==> config.mk <==
export PLATFORM = sky130hd
export DESIGN_NAME = fcode_lockdet
export DESIGN_NICKNAME = d
export VERILOG_FILES = /design/src/rtl/fcode_lockdet.sv
export SDC_FILE = /design/constraint.sdc
export NUM_CORES = 1
export LEC_CHECK = 0
export ABC_AREA = 1
export BUFFER_PORTS_ARGS = -buffer_cell sky130_fd_sc_hd__buf_4
export CORE_MARGIN = 2
export CORE_UTILIZATION = 54
export CTS_CLUSTER_SIZE = 10
export DETAILED_ROUTE_END_ITERATION = 10
export GPL_ROUTABILITY_DRIVEN = 0
export PLACE_DENSITY = 0.75
export SYNTH_ARGS = -nofsm -noshare
export SYNTH_HDL_FRONTEND = slang
export SYNTH_SLANG_ARGS = --single-unit
export TNS_END_PERCENT = 10
==> constraint.sdc <==
create_clock -name clk -period 2.8 [get_ports clk]
set_input_delay 0.14 -clock clk [delete_from_list [all_inputs] [get_ports clk]]
set_output_delay 0.14 -clock clk [all_outputs]
set_load 0.01 [all_outputs]
==> src/rtl/fcode_lockdet.sv <==
// Frequency-code lock detector: tracks the averaged code until it has been
// stable for LOCK_CNT consecutive samples, then freezes it for the DCO.
// Lock is dropped after UNLOCK_CNT consecutive out-of-tolerance samples.
module fcode_lockdet #(
   parameter int W          = 8,
   parameter int TOL        = 1,
   parameter int LOCK_CNT   = 16,
   parameter int UNLOCK_CNT = 4
) (
   input  logic         clk,
   input  logic         rst,
   input  logic         en,
   input  logic [W-1:0] code_in,
   output logic [W-1:0] code_out,
   output logic         locked,
   output logic         lock_pulse,
   output logic         unlock_pulse,
   output logic [1:0]   state,
   output logic [7:0]   unlock_cnt
);

   // Counters sized to hold exactly LOCK_CNT-1 / UNLOCK_CNT-1; the terminal
   // value triggers the transition instead of incrementing, so they never wrap.
   localparam int SW = (LOCK_CNT > 2) ? $clog2(LOCK_CNT) : 1;
   localparam int MW = (UNLOCK_CNT > 2) ? $clog2(UNLOCK_CNT) : 1;

   localparam logic [SW-1:0] STABLE_LAST = SW'(LOCK_CNT - 1);
   localparam logic [MW-1:0] MISS_LAST   = MW'(UNLOCK_CNT - 1);
   localparam logic [W:0]    TOL_V       = (W+1)'(TOL);
   localparam logic [W-1:0]  RST_CODE    = W'(8);

   typedef enum logic [1:0] {
      ST_IDLE   = 2'd0,
      ST_ACQ    = 2'd1,
      ST_LOCKED = 2'd2
   } state_e;

   state_e        state_q, state_d;
   logic [W-1:0]  ref_q, ref_d;
   logic [W-1:0]  code_out_q, code_out_d;
   logic [SW-1:0] stable_q, stable_d;
   logic [MW-1:0] miss_q, miss_d;
   logic [7:0]    unlock_cnt_q, unlock_cnt_d;
   logic          lock_pulse_q, lock_pulse_d;
   logic          unlock_pulse_q, unlock_pulse_d;

   logic [W:0]    dev;
   logic          in_tol;

   // Absolute deviation of the incoming code from the reference, one bit
   // wider than the code and subtracted in the non-negative direction.
   always_comb begin
      if (code_in >= ref_q) dev = {1'b0, code_in} - {1'b0, ref_q};
      else                  dev = {1'b0, ref_q} - {1'b0, code_in};
      in_tol = (dev <= TOL_V);
   end

   // Next-state and datapath decisions; en low overrides every transition.
   always_comb begin
      // NOTE: every signal gets a default first so no path can infer a latch.
      state_d        = state_q;
      ref_d          = ref_q;
      code_out_d     = code_in;
      stable_d       = stable_q;
      miss_d         = miss_q;
      unlock_cnt_d   = unlock_cnt_q;
      lock_pulse_d   = 1'b0;
      unlock_pulse_d = 1'b0;

      if (!en) begin
         // Leaving for IDLE: output resumes tracking the input immediately.
         state_d  = ST_IDLE;
         stable_d = '0;
         miss_d   = '0;
      end else begin
         unique case (state_q)
            ST_IDLE: begin
               state_d  = ST_ACQ;
               ref_d    = code_in;
               stable_d = '0;
               miss_d   = '0;
            end
            ST_ACQ: begin
               if (in_tol) begin
                  if (stable_q == STABLE_LAST) begin
                     state_d      = ST_LOCKED;
                     code_out_d   = ref_q;
                     lock_pulse_d = 1'b1;
                     stable_d     = '0;
                     miss_d       = '0;
                  end else begin
                     stable_d = stable_q + 1'b1;
                  end
               end else begin
                  ref_d    = code_in;
                  stable_d = '0;
               end
            end
            ST_LOCKED: begin
               // Frozen output holds the old reference, also on the unlock edge.
               code_out_d = ref_q;
               if (in_tol) begin
                  miss_d = '0;
               end else if (miss_q == MISS_LAST) begin
                  state_d        = ST_ACQ;
                  ref_d          = code_in;
                  stable_d       = '0;
                  miss_d         = '0;
                  unlock_pulse_d = 1'b1;
                  if (unlock_cnt_q != 8'hFF) unlock_cnt_d = unlock_cnt_q + 8'd1;
               end else begin
                  miss_d = miss_q + 1'b1;
               end
            end
            default: begin
               state_d  = ST_IDLE;
               stable_d = '0;
               miss_d   = '0;
            end
         endcase
      end
   end

   // State and datapath registers with synchronous reset.
   always_ff @(posedge clk) begin
      // NOTE: sequential state uses non-blocking assignments so every register
      // samples the pre-edge values, independent of statement order.
      if (rst) begin
         state_q        <= ST_IDLE;
         ref_q          <= RST_CODE;
         code_out_q     <= RST_CODE;
         stable_q       <= '0;
         miss_q         <= '0;
         unlock_cnt_q   <= '0;
         lock_pulse_q   <= 1'b0;
         unlock_pulse_q <= 1'b0;
      end else begin
         state_q        <= state_d;
         ref_q          <= ref_d;
         code_out_q     <= code_out_d;
         stable_q       <= stable_d;
         miss_q         <= miss_d;
         unlock_cnt_q   <= unlock_cnt_d;
         lock_pulse_q   <= lock_pulse_d;
         unlock_pulse_q <= unlock_pulse_d;
      end
   end

   assign code_out     = code_out_q;
   assign locked       = (state_q == ST_LOCKED);
   assign lock_pulse   = lock_pulse_q;
   assign unlock_pulse = unlock_pulse_q;
   assign state        = state_q;
   assign unlock_cnt   = unlock_cnt_q;

endmodule

---- Word-level counts from Yosys, hierarchy flattened ----
Cells that the tools add are included.
W data, S select, Z words.
word-level totals
  flip-flop bits (word level) ............. 34
  bits of input ports ..................... 11
  output and inout port bits .............. 21
  word-level logic and storage cells ...... 65
operators by class
  add/sub/neg operators ................... 5
  $lt $le $gt $ge ......................... 2
  eq/ne operators ......................... 10
  mux-type cells .......................... 26
  bitwise operators ....................... 4
  reductions and logical operators ........ 10
operators with widths
  cell                   number
  $mux W8                6
  $pmux W8 S3            1
  $sub A8 B8 Y9          2
  $mux W2                8
  $mux W4                4
  $pmux W8 S2            1
  $reduce_and A5 Y1      2
  $le A9 B1 Y1 const B   1
  $mux W9                1
  $add A8 B1 Y8 const B  1
  $ge A8 B8 Y1           1
  $ne A2 B2 Y1 const B   4
  $ne A8 B8 Y1 const B   1
  $pmux W4 S2            1
  $reduce_or A4 Y1       2
  $pmux W2 S3            1
  $add A4 B1 Y4 const B  1
  $eq A2 B2 Y1 const B   2
  $eq A4 B4 Y1 const B   1
  $not A1 Y1             4
  $pmux W2 S2            1
  $reduce_and A2 Y1      2
  $reduce_and A4 Y1      1
  $reduce_bool A3 Y1     1
  other kinds (6)        7

---- Longest topological paths before layout ----
  word-level depth ........................ 6
  depth in mapped cells ................... 21
  gate-level depth less buffers ........... 21

---- Least setup slack after synthesis ----
No wires, ideal clock.
  path kind ............................... flip-flop to flip-flop
  start point ............................. register ref_q[0]
  end point ............................... register stable_q[1]
  library setup time ...................... 116 ps
  arrival ................................. 2163 ps
  data required time ...................... 2684 ps
  path slack .............................. 521 ps
  stages on the path, launching flop included .. 20
  path buffers ............................ 1
  period minus slack after synthesis ...... 2279 ps
  path through ............................ dfxtp_1 -> inv_1 -> ha_1 -> inv_1 -> fa_1 -> nand2_1 -> nand2_1 -> nand3_1 -> nand3_1 -> nand2_1 -> inv_1 -> nand2_1 -> nand2_1 -> nor2_2 -> nand2_2 -> nand2_2 -> nand2_2 -> buf_6 -> o21ai_0 -> nor2_1
on the way
  word-level cells in the longest chain between the ends .. 5
  elaborated cells between the ends (all ways) .. 9
  classes of those cells .................. add/sub (2); order compare (2); eq/ne (1); mux (3); reduce/logical (1)
RTL lines
  item                                              line  source
  start: declaration                                39    logic [W-1:0] ref_q, ref_d;
  start signal: assignment                          139   ref_q <= ref_d;
  $sub A8 B8 Y9, or another cell as far along       54    else dev = {1'b0, ref_q} - {1'b0, code_in};
  $mux W9 (*)                                       53    if (code_in >= ref_q) dev = {1'b0, code_in} - {1'b0, ref_q};
  $le A9 B1 Y1 (*)                                  55    in_tol = (dev <= TOL_V);
  $mux W4 or $ne A2 B2 Y1 (tied branches)           n/a
  $pmux W4 S2 or $reduce_and A2 Y1 (tied branches)  n/a
  end signal: assignment                            141   stable_q <= stable_d;
  end: declaration                                  41    logic [SW-1:0] stable_q, stable_d;
Mark *: on every way between the ends. The rest lies on a longest branch, timed or not.
A chain may end at the register's enable or synchronous reset.

---- Final worst setup path ----
  start point ............................. register ref_q[0]
  end point ............................... register state_q[0] (netlist: state[0])
on the way
  word-level cells in the longest chain between the ends .. 5
  elaborated cells between the ends (all ways) .. 8
  classes of those cells .................. add/sub (2); order compare (2); eq/ne (2); mux (1); reduce/logical (1)
RTL lines
  item                                         line  source
  $sub A8 B8 Y9, or another cell as far along  54
  $mux W9 (*)                                  53
  $le A9 B1 Y1 (*)                             55
  $ne A2 B2 Y1 (no line)                       n/a
  $reduce_and A4 Y1 (no line) (*)              n/a
  end signal: assignment                       138   state_q <= state_d;
  end: declaration                             38    state_e state_q, state_d;
Marks and branches as above.

==> run metrics <==
Layout area overhead=17.6%; Die H=75.2 µm; setup violators final=0; reg2reg end=state[0]$_SDFFE_PP0P_; clock skew=0.0101 ns; vias=2872; Max Fanout on Critical Path=10; Final ANT Viol Nets=0; DRC=0; Main synth FF type=dfxtp_1; commonest cells after routing, fill and taps aside=nand2_1 (111), inv_1 (57), nand3_1 (43); CTS tree=built; CP Class=reg2reg; Relative slew margins=53.7%; RR Startpoint=ref_q[0]$_SDFFE_PP0P_; RSZ-0062 raised after global routing=yes; Core Area=4820 µm²; Avg Cell Area, Syn=6.38 µm²; power per cell area=445 nW/µm²; proportion of netlist area held by the largest area contributor=24.9%; Cells after Synth=429; WL per Instance=13.1 µm; Post-synth ARST share=0%; CP most frequent cell=nand2_1; worst path required time=3.02 ns; worst path cell trace=inv_1 > ha_1 > inv_1 > fa_1 > nand2_2 > nand2_2 > nand3_2 > nand3_1 > nand2_1 > inv_1 > nand2_1 > nand2_1 > nor2_4 > buf_4 > nand3_4 > nand2_4 > nand2_2 > nand2_1 > nand2_1 > nor2_2; Final Hold Fails=0; post-synth cell types=32; Hold-fix buffers, CTS=0; Hold Path Class=in2reg; hold path depth=2; CTS H-tree lvls=2; Vias/cell=5.35; I/O Buffers=31; Place WS=0.0836 ns; pin count of the biggest net entering global routing=18; Pleak=1.66 nW; Mapped Area=2740 µm²; Hold Startpoint=rst; sequential area share after synthesis=24.9%; fill count=447; GR Util All Layers=25.5%; number of synthesis warnings=0; total gr overflow=0; Critical Path Max Stage Delay=0.41 ns; syn nets=466; Area contributors post-synth=dfxtp_1 (25%), nand2_1 (16%), ha_1 (11%), nand3_1 (8.0%), inv_1 (8.0%); CTS Buf Count=5; # clock sinks=34; initial antenna violation count=0; WL final=7030 µm; Setup Total Neg Slack=0 ns; first-pass GRT wire length=11300 µm; Worst-Skew Late Latency=0.28 ns; EDFF count, synth=0; Startpoint Class=register; Fmax achieved=391 MHz; Iteration-0 DRC Markers=361; max_cap viols=0; chip width=75.2 µm; Ports=32; worst setup margin=0.241 ns; final period utilization=91.4%; vias in the first global route=2459; Yosys top cell by area=dfxtp_1; Worst-Margin Slew=0.695 ns; Worst EP arrival=2.78 ns; Die Area=5660 µm²; Slowest cell on crit path=fa_1; outcome=finished, final reports clean; Crit. End Element=register; worst r2r path cells=20; Hold Path Sink=unlock_cnt[1]$_SDFFE_PP0P_; ant diodes=0; share of cells above drive strength 1=16.2%; Starting Density=56.8%; Synth Register Bits=34; CTS root buf=clkbuf_8; Pre-Repair DR Iteration Count=5; Row Count=25; most common cell after layout, fill and taps aside=nand2_1; reg-to-reg slack, setup=0.24 ns; Slew Viols, Final=0; Final Critical Period=2.56 ns; DP HPWL=5120 µm; fin nets=506; VDD IR max=0.347 mV; CTS max path bufs=2; CTS clk-pin slew, worst paths=0.07 ns
## per-layer routing
metal	GRT usage, %	part of all wire, %	up-vias
li1	-	-	1464
met1	37.7	47	1279
met2	39.6	45	122
met3	3.88	7.3	7
met4	4.87	0.57	0
met5	0	0	-
## per-stage QoR
| stage | total power [W] | utilization, % | area (µm²) | hold slack (ns) | instances |
|---|---|---|---|---|---|
| floorplan | 0.000866 | - | 2740 | 0.266 | 429 |
| global placement | 0.000979 | 63.2 | 3050 | 0.394 | 525 |
| detailed placement | 0.000983 | 63.2 | 3050 | 0.397 | 525 |
| CTS | 0.00140 | 65.5 | 3160 | 0.0932 | 533 |
| global route | 0.00152 | 66.8 | 3220 | 0.0964 | 537 |
| finish | 0.00143 | 66.8 | 3220 | 0.0970 | 537 |
## cell usage after synthesis (2+ instances only)
| library cell | instances |
|---|---|
| fa_1 | 2 |
| buf_6 | 3 |
| a21oi_1 | 32 |
| a21oi_2 | 2 |
| nand3_1 | 44 |
| clkinv_1 | 2 |
| inv_1 | 58 |
| nor3_1 | 4 |
| nor2_1 | 41 |
| nand2_2 | 7 |
| clkbuf_1 | 4 |
| dfxtp_1 | 34 |
| o21ai_1 | 3 |
| nand4_1 | 17 |
| nand2_1 | 114 |
| or2_1 | 2 |
| xor2_1 | 3 |
| o21ai_0 | 15 |
| ha_1 | 24 |
| xnor2_1 | 3 |
| nor2_2 | 4 |
## power by group
| group | leakage, nW | switching (W) | internal (W) | total (W) |
|---|---|---|---|---|
| clock | 0.0575 | 0.000176 | 0.000248 | 0.000424 |
| combinational | 1.32 | 0.000310 | 0.000176 | 0.000485 |
| sequential | 0.279 | 0.0000188 | 0.000506 | 0.000525 |
| total | 1.66 | 0.000504 | 0.000930 | 0.00143 |
## cell families after synthesis
| group | synth area share, % |
|---|---|
| XOR/XNOR | 1.92 |
| buffers and inverters | 10.5 |
| AO/OA/AOI/OAI | 10.6 |
| adder cells (fa/ha/maj) | 12.4 |
| AND/OR/NAND/NOR | 39.7 |
| flip-flops | 24.9 |
## critical path, delay by kind of cell, from the launching register on
kind                       cells  cell delay (ns)
and+or+nand+nor               14             1.28
adders and majority gates      2             0.55
DFF                            1             0.34
buffers and inverters          4             0.33
## what timing repair did
action                                  in CTS  in global routing
endpoints found under the setup margin       0                 33
gates resized for setup                      0                 10
setup buffers                                0                  4
## cell type report
class | count | area [µm²] | area share, %
clock buffers | 8 | 110 | 3.42
inverters | 60 | 225 | 7.00
multi-input cells | 326 | 1800 | 56.0
flip-flops and latches | 34 | 682 | 21.2
well taps | 67 | 83.8 | 2.60
repair buffers | 42 | 315 | 9.79
## worst max path at each step
stage / start / endpoint / slack [ns]
3_3_place_gp: ref_q[0]$_SDFFE_PP0P_ / state[0]$_SDFFE_PP0P_ / 0.11
2_1_floorplan: ref_q[0]$_SDFFE_PP0P_ / stable_q[1]$_SDFFE_PP0P_ / 0.52
3_5_place_dp: ref_q[0]$_SDFFE_PP0P_ / state[0]$_SDFFE_PP0P_ / 0.08
4_1_cts: ref_q[0]$_SDFFE_PP0P_ / state[0]$_SDFFE_PP0P_ / 0.05
5_1_grt: ref_q[0]$_SDFFE_PP0P_ / state[0]$_SDFFE_PP0P_ / -0.02
6_report: ref_q[0]$_SDFFE_PP0P_ / state[0]$_SDFFE_PP0P_ / 0.24
## sequential cells by signal, indices dropped and copies added (netlist names)
| name | cells |
|---|---|
| unlock_pulse | 1 |
| lock_pulse | 1 |
| state | 2 |
| unlock_cnt | 8 |
| ref_q | 8 |
| code_out | 8 |
| miss_q | 2 |
| stable_q | 4 |
Power figures use the tool's default switching activity.
